### src/rtl/clamp_pkg.sv
// Shared clamp mode encodings for the clamp-share arbiter and its datapath.
package clamp_pkg;

    typedef logic [1:0] clamp_mode_t;

    localparam clamp_mode_t CLAMP_SRANGE = 2'b00;  // signed -> signed OUTW range
    localparam clamp_mode_t CLAMP_SPOS   = 2'b01;  // signed -> [0, 2^OUTW-1]
    localparam clamp_mode_t CLAMP_UPOS   = 2'b10;  // unsigned -> [0, 2^OUTW-1]
    localparam clamp_mode_t CLAMP_TRUNC  = 2'b11;  // keep low OUTW bits, never saturates

endpackage

### src/rtl/clampSPositive.sv
// Signed operand clamped to the unsigned OUTW-bit range; negatives go to 0.
module clampSPositive #(
    parameter int INW  = 16,
    parameter int OUTW = 8
) (
    input  logic [INW-1:0]  value,
    output logic [OUTW-1:0] result,
    output logic            sat
);

    logic neg;
    logic over;

    assign neg  = value[INW-1];
    assign over = |(value >> OUTW);

    // Negative wins over the overflow test (a negative also has high bits set).
    always_comb begin
        result = value[OUTW-1:0];
        sat    = neg | over;
        if (neg)
            result = '0;
        else if (over)
            result = '1;
    end

endmodule

### src/rtl/clampSRange.sv
// Signed operand clamped to the signed OUTW-bit range.
module clampSRange #(
    parameter int INW  = 16,
    parameter int OUTW = 8
) (
    input  logic [INW-1:0]  value,
    output logic [OUTW-1:0] result,
    output logic            sat
);

    // In range when every bit from OUTW-1 upward matches the sign.
    logic [INW-1:0] hi;
    logic           in_range;

    assign hi       = value >> (OUTW - 1);
    assign in_range = (hi == '0) || (hi == ({INW{1'b1}} >> (OUTW - 1)));

    // Pass through when representable, otherwise pin to the nearest rail.
    always_comb begin
        result = value[OUTW-1:0];
        sat    = 1'b0;
        if (!in_range) begin
            sat    = 1'b1;
            result = value[INW-1] ? {1'b1, {(OUTW-1){1'b0}}} : {1'b0, {(OUTW-1){1'b1}}};
        end
    end

endmodule

### src/rtl/clampUPositive.sv
// Unsigned operand clamped to the unsigned OUTW-bit range.
module clampUPositive #(
    parameter int INW  = 16,
    parameter int OUTW = 8
) (
    input  logic [INW-1:0]  value,
    output logic [OUTW-1:0] result,
    output logic            sat
);

    logic over;

    assign over = |(value >> OUTW);

    // Any set bit above OUTW saturates to all ones.
    always_comb begin
        result = value[OUTW-1:0];
        sat    = over;
        if (over)
            result = '1;
    end

endmodule

### src/rtl/clamp_mode_unit.sv
// Combinational clamp datapath: all clamp flavours evaluated, mode selects one.
module clamp_mode_unit
    import clamp_pkg::*;
#(
    parameter int INW  = 16,
    parameter int OUTW = 8
) (
    input  logic [INW-1:0]  value,
    input  clamp_mode_t     mode,
    output logic [OUTW-1:0] result,
    output logic            sat
);

    logic [OUTW-1:0] sr_res, sp_res, up_res;
    logic            sr_sat, sp_sat, up_sat;

    clampSRange #(.INW(INW), .OUTW(OUTW)) u_srange (
        .value (value),
        .result(sr_res),
        .sat   (sr_sat)
    );

    clampSPositive #(.INW(INW), .OUTW(OUTW)) u_spos (
        .value (value),
        .result(sp_res),
        .sat   (sp_sat)
    );

    clampUPositive #(.INW(INW), .OUTW(OUTW)) u_upos (
        .value (value),
        .result(up_res),
        .sat   (up_sat)
    );

    // Mode select; truncate is just the low bits and never flags saturation.
    always_comb begin
        result = value[OUTW-1:0];
        sat    = 1'b0;
        case (mode)
            CLAMP_SRANGE: begin result = sr_res; sat = sr_sat; end
            CLAMP_SPOS:   begin result = sp_res; sat = sp_sat; end
            CLAMP_UPOS:   begin result = up_res; sat = up_sat; end
            default:      begin result = value[OUTW-1:0]; sat = 1'b0; end
        endcase
    end

endmodule

### src/rtl/clamp_share_arbiter.sv
// Round-robin arbiter sharing one clamp datapath among NREQ requesters,
// followed by a 2-stage pipeline (s1 = operand, s2 = clamped result).
// Optional saturation counter enabled by defining CLAMP_ARB_STATS_EN.
module clamp_share_arbiter
    import clamp_pkg::*;
#(
    parameter  int NREQ = 4,
    parameter  int INW  = 16,
    parameter  int OUTW = 8,
    localparam int IDW  = $clog2(NREQ)
) (
    input  logic                 clk,
    input  logic                 rst,
    input  logic [NREQ-1:0]      req_valid,
    output logic [NREQ-1:0]      req_ready,
    input  logic [NREQ*INW-1:0]  req_value,
    input  logic [NREQ*2-1:0]    req_mode,
    output logic                 out_valid,
    input  logic                 out_ready,
    output logic [OUTW-1:0]      out_value,
    output logic [IDW-1:0]       out_id,
    output logic                 out_sat
`ifdef CLAMP_ARB_STATS_EN
    ,
    input  logic                 stats_clr,
    output logic [15:0]          sat_count
`endif
);

    logic [IDW-1:0]  rr_ptr;
    logic            s1_valid;
    logic [INW-1:0]  s1_value;
    clamp_mode_t     s1_mode;
    logic [IDW-1:0]  s1_id;

    logic            s1_adv, s2_adv;
    logic            gnt_any;
    logic [IDW-1:0]  gnt_idx;
    logic [IDW-1:0]  scan_idx;
    logic [INW-1:0]  gnt_value;
    clamp_mode_t     gnt_mode;

    logic [OUTW-1:0] clamp_result;
    logic            clamp_sat;

    // s2 is the output register, so its valid is out_valid.
    assign s2_adv = !out_valid || out_ready;
    assign s1_adv = !s1_valid || s2_adv;

    // Scan from rr_ptr upward (mod NREQ); only grant when s1 can take the word.
    always_comb begin
        gnt_any  = 1'b0;
        gnt_idx  = '0;
        scan_idx = '0;
        if (s1_adv) begin
            for (int k = 0; k < NREQ; k++) begin
                scan_idx = IDW'((int'(rr_ptr) + k) % NREQ);
                if (!gnt_any && req_valid[scan_idx]) begin
                    gnt_any = 1'b1;
                    gnt_idx = scan_idx;
                end
            end
        end
    end

    // One-hot accept for the winning requester.
    always_comb begin
        req_ready = '0;
        for (int i = 0; i < NREQ; i++)
            req_ready[i] = gnt_any && (gnt_idx == IDW'(i));
    end

    // Operand and mode of the winner.
    always_comb begin
        gnt_value = req_value[int'(gnt_idx)*INW +: INW];
        gnt_mode  = clamp_mode_t'(req_mode[int'(gnt_idx)*2 +: 2]);
    end

    // Stage 1: capture the granted request and move the round-robin pointer past it.
    always_ff @(posedge clk or posedge rst) begin
        if (rst) begin
            s1_valid <= 1'b0;
            s1_value <= '0;
            s1_mode  <= CLAMP_SRANGE;
            s1_id    <= '0;
            rr_ptr   <= '0;
        end else if (s1_adv) begin
            s1_valid <= gnt_any;
            if (gnt_any) begin
                s1_value <= gnt_value;
                s1_mode  <= gnt_mode;
                s1_id    <= gnt_idx;
                rr_ptr   <= IDW'((int'(gnt_idx) + 1) % NREQ);
            end
        end
    end

    clamp_mode_unit #(.INW(INW), .OUTW(OUTW)) u_clamp (
        .value (s1_value),
        .mode  (s1_mode),
        .result(clamp_result),
        .sat   (clamp_sat)
    );

    // Stage 2: register the clamp result; holds while the consumer stalls.
    always_ff @(posedge clk or posedge rst) begin
        if (rst) begin
            out_valid <= 1'b0;
            out_value <= '0;
            out_id    <= '0;
            out_sat   <= 1'b0;
        end else if (s2_adv) begin
            out_valid <= s1_valid;
            if (s1_valid) begin
                out_value <= clamp_result;
                out_id    <= s1_id;
                out_sat   <= clamp_sat;
            end
        end
    end

`ifdef CLAMP_ARB_STATS_EN
    // Saturation event counter: clear beats increment, sticks at all ones.
    always_ff @(posedge clk or posedge rst) begin
        if (rst)
            sat_count <= '0;
        else if (stats_clr)
            sat_count <= '0;
        else if (out_valid && out_ready && out_sat && (sat_count != 16'hFFFF))
            sat_count <= sat_count + 16'd1;
    end
`endif

endmodule

### config.mk
export PLATFORM = sky130hd
export DESIGN_NAME = clamp_share_arbiter
export DESIGN_NICKNAME = d
export VERILOG_FILES = /design/src/rtl/clamp_pkg.sv /design/src/rtl/clampSPositive.sv /design/src/rtl/clampSRange.sv /design/src/rtl/clampUPositive.sv /design/src/rtl/clamp_mode_unit.sv /design/src/rtl/clamp_share_arbiter.sv
export SDC_FILE = /design/constraint.sdc
export NUM_CORES = 1
export LEC_CHECK = 0
export BUFFER_PORTS_ARGS = -buffer_cell sky130_fd_sc_hd__buf_2
export CAP_MARGIN = 10
export CORE_MARGIN = 2
export CORE_UTILIZATION = 37
export DETAILED_ROUTE_END_ITERATION = 16
export PLACE_DENSITY_LB_ADDON = 0.3
export SLEW_MARGIN = 10
export SYNTH_ARGS = -nofsm -noshare
export SYNTH_HDL_FRONTEND = slang
export SYNTH_SLANG_ARGS = --single-unit
### constraint.sdc
create_clock -name clk -period 2.8 [get_ports clk]
set_input_delay 0.28 -clock clk [delete_from_list [all_inputs] [get_ports clk]]
set_output_delay 0.28 -clock clk [all_outputs]
set_load 0.02 [all_outputs]
==> results.md, run 1 <==
* Reg clk slew, reported paths at 0.07 ns
* Reg2Reg Depth at 5
* Largest family of logic cells by synthesized area: compound AO/OA/AOI/OAI gates
* Distinct cells, synth at 42
* Setup slack at placement at 0.7640 ns
* Final Critical Period at 2.365 ns
* Flops & latches, synth at 35
* # setup viols final at 0
* Clk_skew at 0.006609 ns
* Peak VDD IR at 0.0003121 V
* Switching Fraction at 39.71%
* Leak pwr at 1.202 nW
* Full die area at 0.006446 sq mm
* Utilization after layout at 49.63%
* WL final at 6.578 mm
* Final hold violation count at 0
* Critical path endpoint category: output pin
* Avg Cell Area, Syn at 8.478 sq um
* Worst-Skew Late Latency at 0.29 ns
* Slew Viols, Final at 0
* Crit Reg-Reg Endpoint: s1_value[5]$_DFFE_PP0P_
* Mux cell area share after synthesis at 0.4648%
* Initial DRT Pass Iterations at 4
* Clock power frac at 20.6%
* PwrDens at 644.1 mW/mm^2
* Max_slew headroom at 40.16%
* Final worst-path cycle share at 84.47%
* Register area share after synthesis at 40.67%
* Comb pwr share at 36.7%
* Syn nets at 333
* Worst EP required at 2.52 ns
* Starting Density at 38.63%
* Die Wd at 80.29 um
* Post-synthesis cell count at 254
* # resized after CTS at 0
* Kind of critical path: reg2out
* TritonCTS clock tree: yes
* Total GRT Usage at 21.48%
* Status: finished, final reports clean
* First-pass GRT wire length at 10.76 mm
* Drt drc at 0
* WL/cell at 15.85 um
* Placed cell areas at 0.002681 sq mm
* CTS Buf Count at 5
* Adder-cell share of the synthesized area at 0%
* Setup crit start: rr_ptr[1]$_DFFE_PP0P_
* Vias at 2370
* Syn. warnings at 0
* Root Buffer: clkbuf_8
* # clock sinks at 35
* WHS at 0.08139 ns
* Async SR Flop Fraction at 100.0%
* Vias in the first global route at 2154
* Max Cap Viol at 0
* Final worst slack at 0.4349 ns
* Clk buf depth at 2
* Vias per Instance at 5.711
* Largest net degree at the start of global routing at 36
* RSZ-0062 raised after global routing: no
* Hold Path Class: in2async
* Die height at 80.29 um
* Ant diodes at 0
* Cell Area, Synth at 0.002153 sq mm
* R2r startpoint: rr_ptr[1]$_DFFE_PP0P_
* Crit path max fanout at 14
* HPWL Detailed at 4.906 mm
* Worst R2R Setup Slack at 0.75 ns
* P_int at 1.074 mW
* Synthesis-to-finish area growth at 28.47%
* Grt ovf at 0
* Reg power frac at 42.7%
* Fmax at 0.4228 GHz
* Htree depth at 2
* Io pins at 95
* Synth Area in Compound Gates at 33.12%
* NumNets Final at 421
* Port Buffer Count at 94
* Synth Area in XOR/XNOR at 0.4067%
* Slew @ Worst Pin at 0.8915 ns
* Worst Setup EP: req_ready[2]
* Core area at 0.005574 sq mm
* CP Launch Type: flip-flop
* CP Data Arrival Time at 2.09 ns
* Antenna Violating Nets Remaining at 0
* EDFF count, synth at 0
* Initial antenna violation count at 0
* GP Congestion at 0.8554
* Detailed router's first-iteration violation count at 194
* Layout cells sized above 1 at 32.36%
* Final Cell Area at 0.002766 sq mm
* Cell Rows at 27
* Post-Synth Simple-Gate Area at 19.81%
* Sw Pwr at 0.7075 mW
* Post-CTS Hold Fix Bufs at 0
* Number of buffers added for setup after CTS at 0
* Setup TNS at 0 ns
* Main synth FF type: dfrtp_1
Yosys cell counts (4+ instances only):
cell / instances / area [sq um]
and2_1: 4 / 25.02
or3_1: 7 / 43.79
a21oi_1: 18 / 90.09
buf_2: 5 / 25.02
nand3_1: 5 / 25.02
nand2_1: 19 / 71.32
dfrtp_1: 35 / 875.8
o21ai_0: 31 / 155.2
nor2b_1: 4 / 25.02
a31oi_1: 6 / 37.54
a221oi_1: 19 / 166.4
a32oi_1: 15 / 131.4
nor2_1: 27 / 101.4
clkbuf_1: 14 / 52.55
a41oi_1: 7 / 61.31
inv_1: 5 / 18.77
worst min-delay path by stage:
stage | slack (ns) | cells after the start | endpoint | startpoint
after floorplan | 0.40 | 2 | s1_valid$_DFFE_PP0N_ | req_valid[1]
after global placement | 0.41 | 3 | out_value[3]$_DFFE_PP0P_ | rst
after detailed placement | 0.40 | 3 | out_value[5]$_DFFE_PP0P_ | rst
after CTS | 0.09 | 3 | out_value[2]$_DFFE_PP0P_ | rst
after global routing | 0.11 | 3 | out_valid$_DFFE_PP0P_ | rst
final | 0.08 | 3 | out_id[1]$_DFFE_PP0P_ | rst
placed cells by master, fill, tap and decap left out, types with 6 or more instances in the layout:
cell type,netlist,routed
dfrtp_1,35,35
buf_2,5,94
a41oi_1,7,7
nor2_1,27,27
a21oi_1,18,18
nand2_1,19,19
a32oi_1,15,15
or3_1,7,7
buf_4,1,9
a221oi_1,19,19
o21ai_0,31,31
a31oi_1,6,6
worst max-delay path, stage by stage, from the launching register on:
cell     delay [ns]
dfrtp_1        0.49
inv_1          0.14
a21oi_1        0.08
o21ai_1        0.71
and2_1         0.22
buf_2          0.16
cells by family (layout without fill, tap and decap cells):
group	Yosys count	after routing
buffers and inverters	27	116
XOR/XNOR	1	1
multiplexers	1	1
AO/OA/AOI/OAI	105	105
AND/OR/NAND/NOR	85	85
flip-flops	35	35
flip-flops by register name, summed over array words and instances (netlist names):
register and flops:
out_value 8, out_sat 1, s1_id 2, out_id 2, rr_ptr 2, s1_mode 2, s1_value 16, s1_valid 1
out_valid 1
layout make-up:
class / count / area [sq um]
repair buffers: 103 / 538.0
multi-input cells: 192 / 1159
fillers: 551 / 2808
inverters: 5 / 18.77
clock buffers: 6 / 72.57
clock inverters: 2 / 12.51
flip-flops and latches: 35 / 875.8
well taps: 72 / 90.09
routing by layer:
| layer | GRT usage (%) | vias up | share of wire (%) |
|---|---|---|---|
| met2 | 34.08 | 104 | 48 |
| li1 | - | 1161 | - |
| met4 | 5.763 | 0 | 1.4 |
| met5 | 0 | - | 0 |
| met1 | 30.09 | 1096 | 44 |
| met3 | 3.820 | 9 | 6.9 |
power by group through the flow:
| stage | combinational [mW] | sequential, mW | clock (mW) |
|---|---|---|---|
| CTS | 0.657 | 0.759 | 0.369 |
| finish | 0.654 | 0.762 | 0.366 |
| floorplan | 0.405 | 0.781 | 0 |
| detailed placement | 0.652 | 0.769 | 0 |
| global route | 0.728 | 0.783 | 0.398 |
| global placement | 0.645 | 0.767 | 0 |
per-stage QoR:
stage | power [mW] | cells
floorplan | 1.186 | 254
global placement | 1.412 | 407
detailed placement | 1.421 | 407
CTS | 1.784 | 415
global route | 1.909 | 415
finish | 1.782 | 415
No activity file was read; power rests on OpenSTA's default activity.
==> run 2: changes to the inputs <==
- clock period: 2.8 -> 2.25 ns (I/O delays scaled with it)
==> run 2 against run 1 <==
Against the previous run: utilization grew 0.99 points; worst hold slack got worse by 0.071 ns; register-to-register slack got worse by 0.46 ns; via count rose by 0.84%; final cell count grew 0.48%; largest cell class unchanged; die area stayed put.
==> results.md, run 2 (synthesized netlist as in run 1, its figures left out) <==
* Max Cap Viol at 0 (unchanged)
* Leak pwr at 1.227 nW (was 1.202 nW)
* Htree depth at 2 (unchanged)
* Synthesis-to-finish area growth at 31.03% (was 28.47%)
* Core area at 0.005574 sq mm (unchanged)
* Largest net degree at the start of global routing at 36 (unchanged)
* Root Buffer: clkbuf_8 (unchanged)
* Slew @ Worst Pin at 0.7237 ns (was 0.8915 ns)
* Hold Path Class: in2async (unchanged)
* Filler cell count at 539 (was 551)
* Tot Pwr at 2.309 mW (was 1.782 mW)
* Ant diodes at 0 (unchanged)
* Vias per Instance at 5.731 (was 5.711)
* Reg2Reg Depth at 5 (unchanged)
* CP Launch Type: flip-flop (unchanged)
* Fmax at 0.4652 GHz
* Number of buffers added for setup after CTS at 0 (unchanged)
* Max FFs per register at 16 (unchanged)
* Starting Density at 38.63% (unchanged)
* Reg clk slew, reported paths at 0.07 ns (about the same)
* Worst R2R Setup Slack at 0.29 ns (was 0.75 ns)
* CP Data Arrival Time at 1.92 ns (was 2.09 ns)
* First-pass GRT wire length at 10.63 mm (was 10.76 mm)
* Kind of critical path: reg2out (unchanged)
* WL final at 6.691 mm (was 6.578 mm)
* Biggest regs: s1_value (16), out_value (8) (unchanged)
* RSZ-0062 raised after global routing: no (unchanged)
* NumNets Final at 423 (was 421)
* Die Wd at 80.29 um (unchanged)
* Layout cells sized above 1 at 33.91% (was 32.36%)
* HPWL Detailed at 4.920 mm (was 4.906 mm)
* CTS Buf Count at 5 (unchanged)
* Drt drc at 0 (unchanged)
* Max_slew headroom at 51.75% (was 40.16%)
* Setup TNS at 0 ns (unchanged)
* GP Congestion at 0.7810 (was 0.8554)
* Final worst-path cycle share at 95.55%
* Cell Rows at 27 (unchanged)
* Slew Viols, Final at 0 (unchanged)
* Vias in the first global route at 2250 (was 2154)
* Final Critical Period at 2.150 ns
* Status: finished, final reports clean (unchanged)
* Crit Reg-Reg Endpoint: out_value[7]$_DFFE_PP0P_ (was s1_value[5]$_DFFE_PP0P_)
* Worst-Skew Late Latency at 0.30 ns (was 0.29 ns)
* Initial antenna violation count at 0 (unchanged)
* # clock sinks at 35 (unchanged)
* WL/cell at 16.05 um (was 15.85 um)
* Grt ovf at 0 (unchanged)
* # setup viols final at 0 (unchanged)
* Clk buf depth at 2 (unchanged)
* Commonest non-fill, non-tap cells in the layout: 94 x buf_2, 34 x dfrtp_1, 31 x o21ai_0, 26 x nor2_1 (was 94 x buf_2, 35 x dfrtp_1, 31 x o21ai_0, 27 x nor2_1)
* R2r startpoint: s1_value[9]$_DFFE_PP0P_ (was rr_ptr[1]$_DFFE_PP0P_)
* PwrDens at 818.4 mW/mm^2 (was 644.1 mW/mm^2)
* Post-CTS Hold Fix Bufs at 0 (unchanged)
* Vias at 2390 (was 2370)
* Full die area at 0.006446 sq mm (unchanged)
* Peak VDD IR at 0.0003295 V (was 0.0003121 V)
* Worst EP required at 2.03 ns (was 2.52 ns)
* Detailed router's first-iteration violation count at 189 (was 194)
* Initial DRT Pass Iterations at 5 (was 4)
* Io pins at 95 (unchanged)
* TritonCTS clock tree: yes (unchanged)
* Die height at 80.29 um (unchanged)
* Antenna Violating Nets Remaining at 0 (unchanged)
* Final hold violation count at 0 (unchanged)
* Port Buffer Count at 94 (unchanged)
* Total GRT Usage at 21.67% (was 21.48%)
* Clk_skew at 0.003590 ns (was 0.006609 ns)
* Crit path max fanout at 9 (was 14)
* Critical path endpoint category: output pin (unchanged)
* Most common cell after layout, fill and taps aside: buf_2 (unchanged)
* Reg with most FFs: s1_value (unchanged)
[run 2: cell count changes in the layout (fill, tap and decap cells not counted)]
cell	delta
nor2_1	-1
or4_4	+1
nor2_2	+1
o32a_1	-1
dfrtp_2	+1
or4_1	-1
o32a_2	+1
dfrtp_1	-1
clkinv_2	-1
buf_12	+1
clkinvlp_4	-1
buf_6	+1
clkbuf_8	+2
[run 2: worst max-delay path by stage]
stage                          start                       end  slack [ns]  cells past startpoint
2_1_floorplan  rr_ptr[1]$_DFFE_PP0P_              req_ready[0]        0.37                      6
3_3_place_gp   rr_ptr[1]$_DFFE_PP0P_              req_ready[0]        0.32                      4
3_5_place_dp   rr_ptr[1]$_DFFE_PP0P_  s1_value[10]$_DFFE_PP0P_        0.26                      5
4_1_cts        rr_ptr[1]$_DFFE_PP0P_              req_ready[0]        0.08                      4
5_1_grt         s1_valid$_DFFE_PP0N_              req_ready[3]       0.005                      7
6_report       rr_ptr[0]$_DFFE_PP0P_              req_ready[0]        0.10                      4
[run 2: final cells by class]
| type | count | area (sq um) | share of cell area, % |
|---|---|---|---|
| multi-input combinational | 192 | 1166 | 41.33 |
| sequential | 35 | 877.1 | 31.09 |
| timing repair buffer | 105 | 569.3 | 20.18 |
| clock buffer | 8 | 100.1 | 3.548 |
| tap | 72 | 90.09 | 3.193 |
| inverter | 5 | 18.77 | 0.6652 |
[run 2: where the power goes]
part           leakage (nW)  switching, mW  total, mW  internal, mW
Combinational         0.783          0.489      0.841         0.352
Sequential            0.392          0.160      0.949         0.789
Clock                0.0515          0.239      0.519         0.279
Total                  1.23          0.889       2.31          1.42
[run 2: metal layers]
| metal | share of wire [%] | wire length, um | GRT usage (%) |
|---|---|---|---|
| met5 | 0 | 0 | 0 |
| met4 | 1.7 | 112 | 9.153 |
| met3 | 5.8 | 388 | 4.045 |
| met2 | 48 | 3227 | 35.75 |
| met1 | 44 | 2963 | 27.70 |
[run 2: per-stage QoR]
step,cell area [sq um],utilization (%),instances,worst slack (ns),hold slack (ns)
2_1_floorplan,2153,-,254,0.3747,0.3493
6_report,2821,50.62,417,0.1002,0.01045
4_1_cts,2813,50.46,417,0.07549,0.04300
3_5_place_dp,2709,48.60,409,0.2614,0.3531
5_1_grt,2821,50.62,417,0.004561,0.07894
3_3_place_gp,2709,48.60,409,0.3232,0.3512
[run 2: critical path, cell delays in order (launching register included)]
cell and delay [ns]:
dfrtp_1 0.47, and4b_1 0.23, or4_4 0.58, and2_1 0.18
buf_2 0.16
[run 2: what timing repair did]
action	CTS	global route
endpoints found under the setup margin	1	2
gates resized for setup	1	4
pin swaps	0	0
==> run 3: changes to the inputs <==
- CORE_ASPECT_RATIO: default -> 1.75
==> run 3 against run 2 <==
Against the previous run: clock skew is 0.0050 ns higher; utilization is 0.10 points lower; total power is 1.7% lower; first-iteration DRC count is 29% lower.
==> results.md, run 3 (synthesized netlist as in run 1, its figures left out) <==
* Crit path max fanout at 9 (unchanged)
* # resized after CTS at 0 (was 1)
* WHS at 0.02176 ns (was 0.01045 ns)
* Grt ovf at 0 (unchanged)
* Sw Pwr at 0.8865 mW (was 0.8891 mW)
* Full die area at 0.006470 sq mm (was 0.006446 sq mm)
* Vias in the first global route at 2445 (was 2250)
* Vias per Instance at 5.827 (was 5.731)
* Ant diodes at 0 (unchanged)
* Biggest regs: s1_value (16), out_value (8) (unchanged)
* Drt drc at 0 (unchanged)
* Max FFs per register at 16 (unchanged)
* Slowest cell on crit path: or4_4 (unchanged)
* Die height at 104.9 um (was 80.29 um)
* GP Congestion at 0.8791 (was 0.7810)
* Clk_skew at 0.008560 ns (was 0.003590 ns)
* TritonCTS clock tree: yes (unchanged)
* Initial antenna violation count at 0 (unchanged)
* WL/cell at 16.97 um (was 16.05 um)
* Htree depth at 2 (unchanged)
* Antenna Violating Nets Remaining at 0 (unchanged)
* Commonest non-fill, non-tap cells in the layout: 94 x buf_2, 34 x dfrtp_1, 31 x o21ai_0, 27 x nor2_1 (was 94 x buf_2, 34 x dfrtp_1, 31 x o21ai_0, 26 x nor2_1)
* Status: finished, final reports clean (unchanged)
* HPWL Detailed at 5.366 mm (was 4.920 mm)
* Peak VDD IR at 0.0004287 V (was 0.0003295 V)
* CP Data Arrival Time at 1.91 ns (was 1.92 ns)
* Reg clk slew, reported paths at 0.08 ns (was 0.07 ns)
* Utilization after layout at 50.52% (was 50.62%)
* Die Wd at 61.67 um (was 80.29 um)
* P_int at 1.382 mW (was 1.420 mW)
* Slew Viols, Final at 0 (unchanged)
* Detailed router's first-iteration violation count at 135 (was 189)
* Post-CTS Hold Fix Bufs at 0 (unchanged)
* # setup viols final at 0 (unchanged)
* Layout cells sized above 1 at 33.82% (was 33.91%)
* Final Critical Period at 2.132 ns (was 2.150 ns)
* Vias at 2459 (was 2390)
* Worst-Skew Late Latency at 0.29 ns (was 0.30 ns)
* Total GRT Usage at 23.56% (was 21.67%)
* CP Launch Type: flip-flop (unchanged)
* Initial DRT Pass Iterations at 5 (unchanged)
* Cell Rows at 36 (was 27)
* Fmax at 0.4690 GHz (was 0.4652 GHz)
* Port Buffer Count at 94 (unchanged)
* WL final at 7.162 mm (was 6.691 mm)
* First-pass GRT wire length at 11.45 mm (was 10.63 mm)
* Number of buffers added for setup after CTS at 0 (unchanged)
* Synthesis-to-finish area growth at 31.03% (unchanged)
* Final worst-path cycle share at 94.76% (was 95.55%)
* Max_slew headroom at 52.14% (was 51.75%)
* Worst-path cell chain: and4b_1 -> or4_4 -> and2_1 -> buf_2 (unchanged)
* Setup TNS at 0 ns (unchanged)
* Finished Layout Cells at 422 (was 417)
* # clock sinks at 35 (unchanged)
* Reg with most FFs: s1_value (unchanged)
* Kind of critical path: reg2out (unchanged)
* Io pins at 95 (unchanged)
* Hold Path Class: in2async (unchanged)
* Most common cell after layout, fill and taps aside: buf_2 (unchanged)
* Max Cap Viol at 0 (unchanged)
* Max incr delay on CP at 0.59 ns (was 0.58 ns)
* NumNets Final at 425 (was 423)
* Final hold violation count at 0 (unchanged)
* Leak pwr at 1.230 nW (was 1.227 nW)
* Root Buffer: clkbuf_8 (unchanged)
* Largest net degree at the start of global routing at 36 (unchanged)
* RSZ-0062 raised after global routing: no (unchanged)
* Worst EP required at 2.03 ns (about the same)
* CTS Buf Count at 5 (unchanged)
* Comb pwr share at 37.5% (was 36.4%)
* Cell total after placement at 415 (was 409)
* Starting Density at 38.55% (was 38.63%)
* Core area at 0.005585 sq mm (was 0.005574 sq mm)
* Slew @ Worst Pin at 0.7178 ns (was 0.7237 ns)
* Critical path endpoint category: output pin (unchanged)
* PwrDens at 804.2 mW/mm^2 (was 818.4 mW/mm^2)
* Clk buf depth at 2 (unchanged)
* Switching Fraction at 39.07% (was 38.50%)
* Clock power frac at 21.0% (was 22.5%)
* Reg power frac at 41.5% (was 41.1%)
==> run 3: cell types whose count changed in the layout (fill, tap and decap cells not counted) <==
cell and delta:
nor2_2 -1, o32a_2 -1, buf_6 -1, buf_4 +3
clkbuf_1 -1, clkbuf_8 -1, clkinv_2 +1, nor2_1 +1
o32a_1 +1
==> run 3: power groups by stage <==
stage | clock, mW | combinational, mW | sequential, mW
floorplan | 0 | 0.504 | 0.972
global placement | 0 | 0.825 | 0.943
detailed placement | 0 | 0.842 | 0.952
CTS | 0.490 | 0.846 | 0.940
global route | 0.504 | 0.943 | 0.971
finish | 0.477 | 0.850 | 0.942
==> run 3: routing by layer <==
metal	GRT usage (%)	vias to the layer above	share of wire, %	wire, um
met5	0	-	0	0
met4	10.03	0	1.9	138
met3	2.847	9	4.9	348
met2	42.11	103	57	4075
met1	26.28	1181	36	2599
li1	-	1166	-	-
==> run 3: layout make-up <==
type / count / area [sq um]
clock buffer: 6 / 82.58
clock inverter: 1 / 5.005
fill: 597 / 2764
inverter: 5 / 18.77
multi-input combinational: 192 / 1162
sequential: 35 / 877.1
tap: 76 / 95.09
timing repair buffer: 107 / 580.6
==> run 3: worst paths after layout <==
| check | end | start | depth (start not counted) | slack, ns |
|---|---|---|---|---|
| setup / recovery | req_ready[0] | rr_ptr[0]$_DFFE_PP0P_ | 4 | 0.12 |
| hold / removal | out_id[0]$_DFFE_PP0P_ | rst | 3 | 0.02 |
| setup reg to reg | out_value[5]$_DFFE_PP0P_ | s1_value[12]$_DFFE_PP0P_ | 5 | 0.35 |
| hold reg to reg | out_id[1]$_DFFE_PP0P_ | out_id[1]$_DFFE_PP0P_ | 2 | 0.48 |
| max in group asynchronous | rr_ptr[1]$_DFFE_PP0P_ | rst | 3 | 1.88 |
| min in group clk | s1_value[9]$_DFFE_PP0P_ | req_value[57] | 3 | 0.18 |
==> run 3: critical path, delay by kind of cell, from the launching register on <==
family	cells	cell delay (ns)
buffers and inverters	1	0.15
DFF	1	0.47
and+or+nand+nor	3	0.99
==> run 3: stage by stage <==
stage | cell area [sq um] | total power [mW] | worst slack [ns]
6_report | 2821 | 2.269 | 0.1178
5_1_grt | 2821 | 2.417 | 0.04661
4_1_cts | 2816 | 2.277 | 0.006476
3_5_place_dp | 2729 | 1.795 | 0.2621
3_3_place_gp | 2729 | 1.768 | 0.3373
2_1_floorplan | 2153 | 1.476 | 0.3747
